**src/rtl/dlx_mem_pkg.sv**
```systemverilog
// Shared types and default widths for the DLX memory-side arbiter.
// No configuration macros are used here; RAM_ARBITER_ROUND_ROBIN_EN is consumed by ram_arbiter.
package dlx_mem_pkg;

    localparam int DLX_ADDR_WIDTH = 32;
    localparam int DLX_DATA_WIDTH = 32;
    localparam int DLX_MAX_LOCK   = 8;

    typedef enum logic [1:0] {
        IDLE = 2'd0,
        OWN0 = 2'd1,
        OWN1 = 2'd2
    } arb_state_e;

    typedef struct packed {
        logic                      req;
        logic                      lock;
        logic                      we;
        logic [DLX_ADDR_WIDTH-1:0] addr;
        logic [DLX_DATA_WIDTH-1:0] wdata;
    } mem_req_t;

endpackage

```
**src/rtl/ram_arbiter_if.sv**
```systemverilog
// Two requester ports plus the single-ported RAM side of the arbiter.
// Handshake: a requester holds req/we/addr/wdata stable until it sees gnt high in the same
// cycle (that cycle is the transfer); read data returns one cycle later qualified by rvalid.
interface ram_arbiter_if
    import dlx_mem_pkg::*;
#(
    parameter int ADDR_WIDTH = DLX_ADDR_WIDTH,
    parameter int DATA_WIDTH = DLX_DATA_WIDTH
);
    logic                  m0_req;
    logic                  m0_lock;
    logic                  m0_we;
    logic [ADDR_WIDTH-1:0] m0_addr;
    logic [DATA_WIDTH-1:0] m0_wdata;
    logic                  m0_gnt;
    logic [DATA_WIDTH-1:0] m0_rdata;
    logic                  m0_rvalid;

    logic                  m1_req;
    logic                  m1_lock;
    logic                  m1_we;
    logic [ADDR_WIDTH-1:0] m1_addr;
    logic [DATA_WIDTH-1:0] m1_wdata;
    logic                  m1_gnt;
    logic [DATA_WIDTH-1:0] m1_rdata;
    logic                  m1_rvalid;

    logic [ADDR_WIDTH-1:0] ram_addr;
    logic                  ram_we;
    logic [DATA_WIDTH-1:0] ram_wdata;
    logic [DATA_WIDTH-1:0] ram_rdata;
    logic                  ram_rdata_valid;

    // Arbiter side
    modport slave (
        input  m0_req, m0_lock, m0_we, m0_addr, m0_wdata,
        output m0_gnt, m0_rdata, m0_rvalid,
        input  m1_req, m1_lock, m1_we, m1_addr, m1_wdata,
        output m1_gnt, m1_rdata, m1_rvalid,
        output ram_addr, ram_we, ram_wdata,
        input  ram_rdata, ram_rdata_valid
    );

    // Requesters and RAM side
    modport master (
        output m0_req, m0_lock, m0_we, m0_addr, m0_wdata,
        input  m0_gnt, m0_rdata, m0_rvalid,
        output m1_req, m1_lock, m1_we, m1_addr, m1_wdata,
        input  m1_gnt, m1_rdata, m1_rvalid,
        input  ram_addr, ram_we, ram_wdata,
        output ram_rdata, ram_rdata_valid
    );

endinterface

```
**src/rtl/arb_pick2.sv**
```systemverilog
// Two-way winner selection: ptr_i names the preferred port on contention.
// Output is one-hot (or zero when nobody requests).
module arb_pick2 (
    input  logic [1:0] req_i,
    input  logic       ptr_i,
    output logic [1:0] gnt_o
);

    always_comb begin
        gnt_o    = 2'b00;
        gnt_o[0] = req_i[0] & (~ptr_i | ~req_i[1]);
        gnt_o[1] = req_i[1] & ( ptr_i | ~req_i[0]);
    end

endmodule

```
**src/rtl/ram_arbiter.sv**
```systemverilog
// Shares one RAM between the DLX data port (m0) and a second master (m1), with bus locking.
// Define RAM_ARBITER_ROUND_ROBIN_EN for round-robin contention; otherwise m0 has fixed priority.
module ram_arbiter
    import dlx_mem_pkg::*;
#(
    parameter int ADDR_WIDTH = DLX_ADDR_WIDTH,
    parameter int DATA_WIDTH = DLX_DATA_WIDTH,
    parameter int MAX_LOCK   = DLX_MAX_LOCK
) (
    input  logic          clk,
    input  logic          reset,
    ram_arbiter_if.slave  bus,
    output arb_state_e    state_o
);

    localparam int CNT_W = $clog2(MAX_LOCK + 1);

    arb_state_e            state_q;
    logic [CNT_W-1:0]      lock_cnt_q;
    logic                  force_q;
    logic                  force_ptr_q;
    logic                  rpend_q;
    logic                  rtag_q;

    logic [1:0]            req;
    logic [1:0]            pick;
    logic [1:0]            gnt;
    logic                  pick_ptr;
    logic                  sel_lock;
    logic                  sel_we;
    logic [ADDR_WIDTH-1:0] sel_addr;
    logic [DATA_WIDTH-1:0] sel_wdata;
    logic [CNT_W-1:0]      cnt_next;

    assign req = {bus.m1_req, bus.m0_req};

    // After a forced release the non-owner is preferred for exactly one IDLE cycle.
`ifdef RAM_ARBITER_ROUND_ROBIN_EN
    logic rr_ptr_q;
    assign pick_ptr = force_q ? force_ptr_q : rr_ptr_q;
`else
    assign pick_ptr = force_q ? force_ptr_q : 1'b0;
`endif

    arb_pick2 u_pick (
        .req_i (req),
        .ptr_i (pick_ptr),
        .gnt_o (pick)
    );

    always_comb begin
        gnt = 2'b00;
        if (!reset) begin
            case (state_q)
                IDLE:    gnt = pick;
                OWN0:    gnt = {1'b0, req[0]};
                OWN1:    gnt = {req[1], 1'b0};
                default: gnt = 2'b00;
            endcase
        end
        sel_lock  = gnt[1] ? bus.m1_lock  : bus.m0_lock;
        sel_we    = gnt[1] ? bus.m1_we    : bus.m0_we;
        sel_addr  = gnt[1] ? bus.m1_addr  : bus.m0_addr;
        sel_wdata = gnt[1] ? bus.m1_wdata : bus.m0_wdata;
        cnt_next  = (state_q == IDLE) ? CNT_W'(1) : lock_cnt_q + CNT_W'(1);
    end

    assign bus.m0_gnt    = gnt[0];
    assign bus.m1_gnt    = gnt[1];
    assign bus.ram_addr  = sel_addr;
    assign bus.ram_we    = (|gnt) & sel_we;
    assign bus.ram_wdata = sel_wdata;

    assign bus.m0_rdata  = bus.ram_rdata;
    assign bus.m1_rdata  = bus.ram_rdata;
    assign bus.m0_rvalid = ~reset & rpend_q & ~rtag_q & bus.ram_rdata_valid;
    assign bus.m1_rvalid = ~reset & rpend_q &  rtag_q & bus.ram_rdata_valid;

    assign state_o = state_q;

    always_ff @(posedge clk) begin
        if (reset) begin
            state_q     <= IDLE;
            lock_cnt_q  <= '0;
            force_q     <= 1'b0;
            force_ptr_q <= 1'b0;
            rpend_q     <= 1'b0;
            rtag_q      <= 1'b0;
`ifdef RAM_ARBITER_ROUND_ROBIN_EN
            rr_ptr_q    <= 1'b0;
`endif
        end else begin
            rpend_q <= (|gnt) & ~sel_we;
            rtag_q  <= gnt[1];
            force_q <= 1'b0;
`ifdef RAM_ARBITER_ROUND_ROBIN_EN
            if (state_q == IDLE && (|gnt)) begin
                rr_ptr_q <= gnt[0];
            end
`endif
            if (|gnt) begin
                if (sel_lock && (cnt_next < CNT_W'(MAX_LOCK))) begin
                    state_q    <= gnt[1] ? OWN1 : OWN0;
                    lock_cnt_q <= cnt_next;
                end else begin
                    state_q    <= IDLE;
                    lock_cnt_q <= '0;
                    // Lock budget exhausted: hand the next IDLE cycle to the other port.
                    if (sel_lock) begin
                        force_q     <= 1'b1;
                        force_ptr_q <= gnt[0];
                    end
                end
            end else if (state_q != IDLE) begin
                state_q    <= IDLE;
                lock_cnt_q <= '0;
            end
        end
    end

endmodule

```
**src/flat_wrapper.sv**
```systemverilog
// flat-port wrapper written by rule: the top's interface ports become plain ports
module ram_arbiter_flat import dlx_mem_pkg::*;
#(
    parameter int ADDR_WIDTH = DLX_ADDR_WIDTH,
    parameter int DATA_WIDTH = DLX_DATA_WIDTH,
    parameter int MAX_LOCK   = DLX_MAX_LOCK
)
  (clk, reset, state_o, bus_m0_req, bus_m0_lock, bus_m0_we, bus_m0_addr, bus_m0_wdata, bus_m0_gnt, bus_m0_rdata, bus_m0_rvalid, bus_m1_req, bus_m1_lock, bus_m1_we, bus_m1_addr, bus_m1_wdata, bus_m1_gnt, bus_m1_rdata, bus_m1_rvalid, bus_ram_addr, bus_ram_we, bus_ram_wdata, bus_ram_rdata, bus_ram_rdata_valid);
  ram_arbiter_if #(.ADDR_WIDTH(ADDR_WIDTH), .DATA_WIDTH(DATA_WIDTH)) bus_i ();
  input  logic clk;
  input  logic reset;
  output arb_state_e state_o;
  input wire logic [$bits(bus_i.m0_req)-1:0] bus_m0_req;
  input wire logic [$bits(bus_i.m0_lock)-1:0] bus_m0_lock;
  input wire logic [$bits(bus_i.m0_we)-1:0] bus_m0_we;
  input wire logic [$bits(bus_i.m0_addr)-1:0] bus_m0_addr;
  input wire logic [$bits(bus_i.m0_wdata)-1:0] bus_m0_wdata;
  output wire logic [$bits(bus_i.m0_gnt)-1:0] bus_m0_gnt;
  output wire logic [$bits(bus_i.m0_rdata)-1:0] bus_m0_rdata;
  output wire logic [$bits(bus_i.m0_rvalid)-1:0] bus_m0_rvalid;
  input wire logic [$bits(bus_i.m1_req)-1:0] bus_m1_req;
  input wire logic [$bits(bus_i.m1_lock)-1:0] bus_m1_lock;
  input wire logic [$bits(bus_i.m1_we)-1:0] bus_m1_we;
  input wire logic [$bits(bus_i.m1_addr)-1:0] bus_m1_addr;
  input wire logic [$bits(bus_i.m1_wdata)-1:0] bus_m1_wdata;
  output wire logic [$bits(bus_i.m1_gnt)-1:0] bus_m1_gnt;
  output wire logic [$bits(bus_i.m1_rdata)-1:0] bus_m1_rdata;
  output wire logic [$bits(bus_i.m1_rvalid)-1:0] bus_m1_rvalid;
  output wire logic [$bits(bus_i.ram_addr)-1:0] bus_ram_addr;
  output wire logic [$bits(bus_i.ram_we)-1:0] bus_ram_we;
  output wire logic [$bits(bus_i.ram_wdata)-1:0] bus_ram_wdata;
  input wire logic [$bits(bus_i.ram_rdata)-1:0] bus_ram_rdata;
  input wire logic [$bits(bus_i.ram_rdata_valid)-1:0] bus_ram_rdata_valid;
  assign bus_i.m0_req = bus_m0_req;
  assign bus_i.m0_lock = bus_m0_lock;
  assign bus_i.m0_we = bus_m0_we;
  assign bus_i.m0_addr = bus_m0_addr;
  assign bus_i.m0_wdata = bus_m0_wdata;
  assign bus_m0_gnt = bus_i.m0_gnt;
  assign bus_m0_rdata = bus_i.m0_rdata;
  assign bus_m0_rvalid = bus_i.m0_rvalid;
  assign bus_i.m1_req = bus_m1_req;
  assign bus_i.m1_lock = bus_m1_lock;
  assign bus_i.m1_we = bus_m1_we;
  assign bus_i.m1_addr = bus_m1_addr;
  assign bus_i.m1_wdata = bus_m1_wdata;
  assign bus_m1_gnt = bus_i.m1_gnt;
  assign bus_m1_rdata = bus_i.m1_rdata;
  assign bus_m1_rvalid = bus_i.m1_rvalid;
  assign bus_ram_addr = bus_i.ram_addr;
  assign bus_ram_we = bus_i.ram_we;
  assign bus_ram_wdata = bus_i.ram_wdata;
  assign bus_i.ram_rdata = bus_ram_rdata;
  assign bus_i.ram_rdata_valid = bus_ram_rdata_valid;
  ram_arbiter #(.ADDR_WIDTH(ADDR_WIDTH), .DATA_WIDTH(DATA_WIDTH), .MAX_LOCK(MAX_LOCK)) u_core (.clk(clk), .reset(reset), .bus(bus_i), .state_o(state_o));
endmodule
```
**config.mk**
```make
export PLATFORM = sky130hd
export DESIGN_NAME = ram_arbiter_flat
export DESIGN_NICKNAME = d
export VERILOG_FILES = /design/src/rtl/dlx_mem_pkg.sv /design/src/rtl/ram_arbiter_if.sv /design/src/rtl/arb_pick2.sv /design/src/rtl/ram_arbiter.sv /design/src/flat_wrapper.sv
export SDC_FILE = /design/constraint.sdc
export NUM_CORES = 1
export LEC_CHECK = 0
export CAP_MARGIN = 5
export CORE_AREA = 8 8 113 115
export CTS_BUF_LIST = sky130_fd_sc_hd__clkbuf_4 sky130_fd_sc_hd__clkbuf_8
export DETAILED_ROUTE_END_ITERATION = 16
export DIE_AREA = 0 0 121 123
export SKIP_LAST_GASP = 1
export SLEW_MARGIN = 20
export SYNTH_ARGS = -nofsm -noshare
export SYNTH_HDL_FRONTEND = slang
export SYNTH_SLANG_ARGS = --single-unit
```
**constraint.sdc**
```tcl
create_clock -name clk -period 2.2 [get_ports clk]
set_clock_uncertainty 0.15 [all_clocks]
set_input_delay 0.33 -clock clk [delete_from_list [all_inputs] [get_ports clk]]
set_output_delay 0.33 -clock clk [all_outputs]
set_load 0.01 [all_outputs]
```
== After elaboration in Yosys (flattened, before gate mapping) ==
Cells that the tools add are included.
W data, S select, Z words.

* Bits in registers: 10
* Latch bits: 0
* Memory bits (writable): 0
* Bits in read-only memories: 0
* Logic and storage cells: 52
* Memories kept: 0

* Add/subtract/negate cells: 1
* Multipliers: 0
* Div/mod/pow operators: 0
* $lt $le $gt $ge: 1
* Equality and inequality tests: 2
* Shift-type cells: 0
* Muxes and demuxes: 16
* Bitwise logic cells: 19
* Reduce and logical (&&, ||, !) cells: 7

{| class="wikitable"
|+ Operators with widths
! operator !! count
|-
| $mux W32 || 2
|-
| $mux W4 || 4
|-
| $mux W2 || 5
|-
| $and A1 B1 Y1 || 9
|-
| $not A1 Y1 || 8
|-
| $pmux W2 S3 || 1
|-
| $add A4 B1 Y4 const B || 1
|-
| $lt A4 B4 Y1 const B || 1
|-
| $mux W1 || 4
|-
| $reduce_bool A2 Y1 || 2
|-
| $reduce_and A3 Y1 || 1
|-
| $reduce_or A3 Y1 || 1
|-
| $eq A2 B1 Y1 const B || 1
|-
| $eq A2 B2 Y1 const B || 1
|-
| $logic_not A2 Y1 || 1
|-
| $or A1 B1 Y1 || 2
|-
| $reduce_or A2 Y1 || 1
|-
| $logic_and A1 B1 Y1 || 1
|}

== Longest topological paths before layout ==
* Depth after elaboration: 10
* Gate-level depth with buffers: 7
* Depth with buffers taken out: 5

== Hierarchy ==
Synthesis repeated with hierarchy kept, for this count alone.

* Cell total of the unflattened synthesis: 329
* Area, all modules: 1,830.5 um^2

{| class="wikitable"
|+ By module, submodules not included
! module !! instances !! cells each !! area each (um^2)
|-
| ram_arbiter || 1 || 326 || 1,811.7
|-
| arb_pick2 || 1 || 3 || 18.8
|}

== Worst setup path before layout ==
No wires, ideal clock.

* Path type: reg2out
* From: register u_core.state_q[0], in the netlist u_core.state_o[0]
* To: output port bus_ram_addr[15]
* Arrival time: 1.512 ns
* Data required time: 1.720 ns
* Path slack: 0.208 ns
* Stages on the path, launching flop included: 7
* Cells stage by stage: dfxtp_1 nand2b_4 a311o_1 inv_1 clkbuf_1 nand2_1 nand2_1

* Longest elaborated chain between the ends: 4
* Elaborated cells on any way between the ends: 6
* Classes of those cells: eq/ne (2); mux (3); reduce/logical (1)

{| class="wikitable"
|+ Ends and longest elaborated chain
! element !! line !! source
|-
| start, declared || ram_arbiter.sv:18 || <nowiki>arb_state_e state_q;</nowiki>
|-
| start signal, assigned || ram_arbiter.sv:103 || <nowiki>state_q <= gnt[1] ? OWN1 : OWN0;</nowiki>
|-
| $eq A2 B2 Y1, or another cell as far along || ram_arbiter.sv:54 || <nowiki>case (state_q)</nowiki>
|-
| $pmux W2 S3 (*) || ram_arbiter.sv:54 ||
|-
| $mux W2 (*) || ram_arbiter.sv:53 || <nowiki>if (!reset) begin</nowiki>
|-
| net bus_m1_gnt || flat_wrapper.sv:26 || <nowiki>output wire logic [$bits(bus_i.m1_gnt)-1:0] bus_m1_gnt;</nowiki>
|-
| $mux W32 (*) || ram_arbiter.sv:63 || <nowiki>sel_addr = gnt[1] ? bus.m1_addr : bus.m0_addr;</nowiki>
|-
| end, declared || flat_wrapper.sv:29 || <nowiki>output wire logic [$bits(bus_i.ram_addr)-1:0] bus_ram_addr;</nowiki>
|}

The timed path passes the listed nets; every way through them passes the cells marked *.

== Final worst setup path ==
* From: register u_core.state_q[0], in the netlist u_core.state_o[0]
* To: output port bus_ram_wdata[11]

* Longest elaborated chain between the ends: 4
* Elaborated cells on any way between the ends: 6
* Classes of those cells: eq/ne (2); mux (3); reduce/logical (1)

{| class="wikitable"
|+ Ends and longest elaborated chain
! element !! line !! source
|-
| $eq A2 B2 Y1, or another cell as far along || ram_arbiter.sv:54 ||
|-
| $pmux W2 S3 (*) || ram_arbiter.sv:54 ||
|-
| $mux W2 (*) || ram_arbiter.sv:53 ||
|-
| $mux W32 (*) || ram_arbiter.sv:64 || <nowiki>sel_wdata = gnt[1] ? bus.m1_wdata : bus.m0_wdata;</nowiki>
|-
| end, declared || flat_wrapper.sv:31 || <nowiki>output wire logic [$bits(bus_i.ram_wdata)-1:0] bus_ram_wdata;</nowiki>
|}

Mark *: on every way between the ends. The rest lies on a longest branch, timed or not.

==> impl_metrics.csv <==
group,metric,value,unit
global_route,grt_use_total,0.122,
timing,rsz0062_at_grt,"yes",
global_route,grt_pass1_vias,2731,
run,max-cap-violations,0,
floorplanning,rows,39,
synth,netlist_instances,324,
detailed_routing,wl_per_cell,15.7,um
power,leakage,1.89,nW
worst_setup_path,worst_path_max_delay_cell,"a311o_2",
clock_tree,cts_buffers,3,
floorplanning,die_y,123,um
clock_tree,cts_root_buf,"clkbuf_8",
timing,drv_slew,0,
detailed_routing,dr_total_vias,2510,
placement,dp_slack,-605,ps
finish,design_area,0.00377,sq mm
status,outcome,"finished, violations left",
finish,diodes,0,
worst_hold_path,min_path_type,"flip-flop to flip-flop",
worst_setup_path,startpoint_type,"flip-flop",
global_route,grt_max_degree,31,
power,ir_drop,0.144,mV
placement,placed_cell_area,0.00361,sq mm
placement,dp_hpwl,7320,um
finish,seqCellArea,204,sq um
timing,max_slew.worst_pin.slew,324,ps
floorplanning,initial_core_util,0.158,
clock_tree,cts.sinks,10,
clock_tree,clk_path_buf_depth,2,
floorplanning,coreArea,0.0111,sq mm
placement,place.gp.congestion,0.747,
worst_setup_path,cp-end-kind,"output pin",
timing,setup_ws,-42.8,ps
placement,portBuffers,207,
clock_tree,path_clk_slew,50,ps
timing,hold_violations,0,
floorplanning,dieArea,0.0149,sq mm
detailed_routing,drtAntennaViolNets,0,
detailed_routing,drt-total-wl,9790,um
timing,fin_crit_sh,1.02,
global_route,antenna_found_initial,0,
worst_setup_path,crit_type,"flip-flop to output pin",
clock_tree,clock_latency,230,ps
floorplanning,die_w,121,um
timing,period_minus_slack,2240,ps
timing,maxSlewHeadroom,0.783,
worst_setup_path,critPathRequiredTime,1720,ps
detailed_routing,via_per_inst,4.03,
detailed_routing,drc_errors,0,
detailed_routing,dr.pass1.iters,5,
finish,nFillCells,1195,
global_route,grt_pass1_wl,14700,um
synth,ys_warn_count,0,
synth,synth_area,0.00175,sq mm
synth,synthTopCellsByArea,"nand2_1, buf_4, dfxtp_1",
synth,yosys.area.top_type,"nand2_1",
finish,nets,652,
synth,ys_seq_elements,10,
worst_setup_path,path_max_fanout,10,
clock_tree,htree_levels,1,
synth,yosysTopAreaCellShare,0.421,
timing,final-setup-viol-count,8,
global_route,grt-ovfl-total,0,
timing,hold_ws,337,ps
worst_setup_path,crit_top_cell,"buf_12",
synth,ys_types,30,
clock_tree,cts_tree,"built",
worst_setup_path,cp_cell_sequence,"nand2b_4, a311o_2, inv_4, buf_12, buf_12, buf_12, nand2_1, nand2_1, buf_2",
detailed_routing,drt_iter0_drc,90,
power,p_per_area,282,mW/mm^2
worst_setup_path,cp.arrival,1760,ps
finish,multi_input_area,0.00108,sq mm
floorplanning,ios,304,
finish,area_growth,115,%
worst_setup_path,slowest_delay,360,ps
synth,postSynthAreaPerCell,5.39,sq um
synth,yosysSeqAreaShare,0.115,
timing,max_freq,446,MHz
status,failed_checks,"negative setup slack",
synth,syn_nets,494,
finish,final_layout_size_suffix_gt1_frac,0.263,
==> worst paths after layout <==
check                               startpoint                           endpoint  slack, ps  cells past startpoint
max             u_core.state_o[0]$_SDFFE_PP0P_                  bus_ram_wdata[11]        -40                      9
min          u_core.lock_cnt_q[1]$_SDFFE_PP0P_  u_core.lock_cnt_q[1]$_SDFFE_PP0P_        340                      2
max reg2reg     u_core.state_o[0]$_SDFFE_PP0P_    u_core.force_ptr_q$_SDFFE_PP0P_        120                      7
min reg2reg  u_core.lock_cnt_q[1]$_SDFFE_PP0P_  u_core.lock_cnt_q[1]$_SDFFE_PP0P_        340                      2
==> timing repair <==
action / in CTS / in global routing
pin swaps: 21 / 3
resized for setup: 287 / 29
setup buffers: 5 / 2
gates cloned: 7 / 1
hold buffers: 0 / 0
setup endpoints to repair: 68 / 67
==> state kept, by name, indices dropped and copies added, names as in the netlist <==
signal / count
u_core.force_ptr_q: 1
u_core.force_q: 1
u_core.lock_cnt_q: 4
u_core.rpend_q: 1
u_core.rtag_q: 1
u_core.state_o: 2
==> layer usage <==
| metal | GRT usage | share of wire | vias up |
|---|---|---|---|
| li1 | - | - | 1246 |
| met1 | 0.131 | 0.38 | 1108 |
| met2 | 0.221 | 0.52 | 126 |
| met3 | 0.0342 | 0.079 | 30 |
| met4 | 0.0507 | 0.030 | 0 |
| met5 | 0 | 0 | - |
==> cell usage in the layout (no fill, tap or decap), types with 2 or more instances in the layout <==
| cell | count |
|---|---|
| inv_1 | 2 |
| nand2_4 | 4 |
| buf_2 | 52 |
| buf_12 | 11 |
| dlygate4sd2_1 | 3 |
| dlymetal6s2s_1 | 2 |
| dfxtp_2 | 3 |
| buf_6 | 10 |
| clkbuf_8 | 3 |
| nand2_2 | 19 |
| buf_4 | 9 |
| a21oi_1 | 4 |
| nand3_1 | 2 |
| and3_1 | 2 |
| o21ai_0 | 3 |
| clkdlybuf4s50_1 | 136 |
| buf_16 | 2 |
| dfxtp_1 | 7 |
| nor3_1 | 4 |
| clkdlybuf4s15_2 | 3 |
| nand4b_1 | 2 |
| nand2_1 | 173 |
| nor2_1 | 3 |
==> power breakdown <==
| part | internal, mW | switching, mW |
|---|---|---|
| Clock | 0.119 | 0.0663 |
| Sequential | 0.187 | 0.00288 |
| Combinational | 0.418 | 0.267 |
==> critical path: cells and delay by family, from the launching register on <==
kind,cells,cell delay [ps]
buffers and inverters,5,570
flip-flops,1,300
AND/OR/NAND/NOR,3,280
AO/OA/AOI/OAI,1,360
==> final cells by class <==
cell class	instances	share of cell area
Clock buffer	3	0.0110
Inverter	3	0.00365
Multi-Input combinational cell	232	0.288
Sequential cell	10	0.0542
Tap cell	143	0.0475
Timing Repair Buffer	232	0.596
==> stage by stage <==
| stage | utilization | instances | TNS [ps] | power (mW) |
|---|---|---|---|---|
| detailed placement | 0.326 | 609 | -36650 | 0.882 |
| finish | 0.340 | 623 | -83.3 | 1.06 |
| global placement | 0.326 | 609 | -35860 | 0.879 |
| global route | 0.340 | 623 | -2480 | 1.13 |
| floorplan | - | 324 | 0 | 0.505 |
| CTS | 0.345 | 624 | -2780 | 1.08 |
==> logic make-up after synthesis <==
logic type,after synthesis,share of synthesized area
buffers and inverters,82,0.318
multiplexers,3,0.0208
adder cells (fa/ha/maj),1,0.00716
flip-flops,10,0.115
AND/OR/NAND/NOR,215,0.491
AO/OA/AOI/OAI,13,0.0487
==> synth_stat cells (all sizes together) <==
master and n:
o21bai 1, nand4b 2, dfxtp 10, inv 3, a31oi 1, nor3 4, nor3b 1, o211a 1
a21oi 4, mux2 2, nand2 196, and3 2, nand2b 2, clkbuf 8, nor2 3, o22a 1
a21o 1, a311o 1, buf 71, nand3 2, o21ai 3, mux2i 1, ha 1, and2 2
and3b 1
Note: power is estimated with default switching activity, not from simulation.
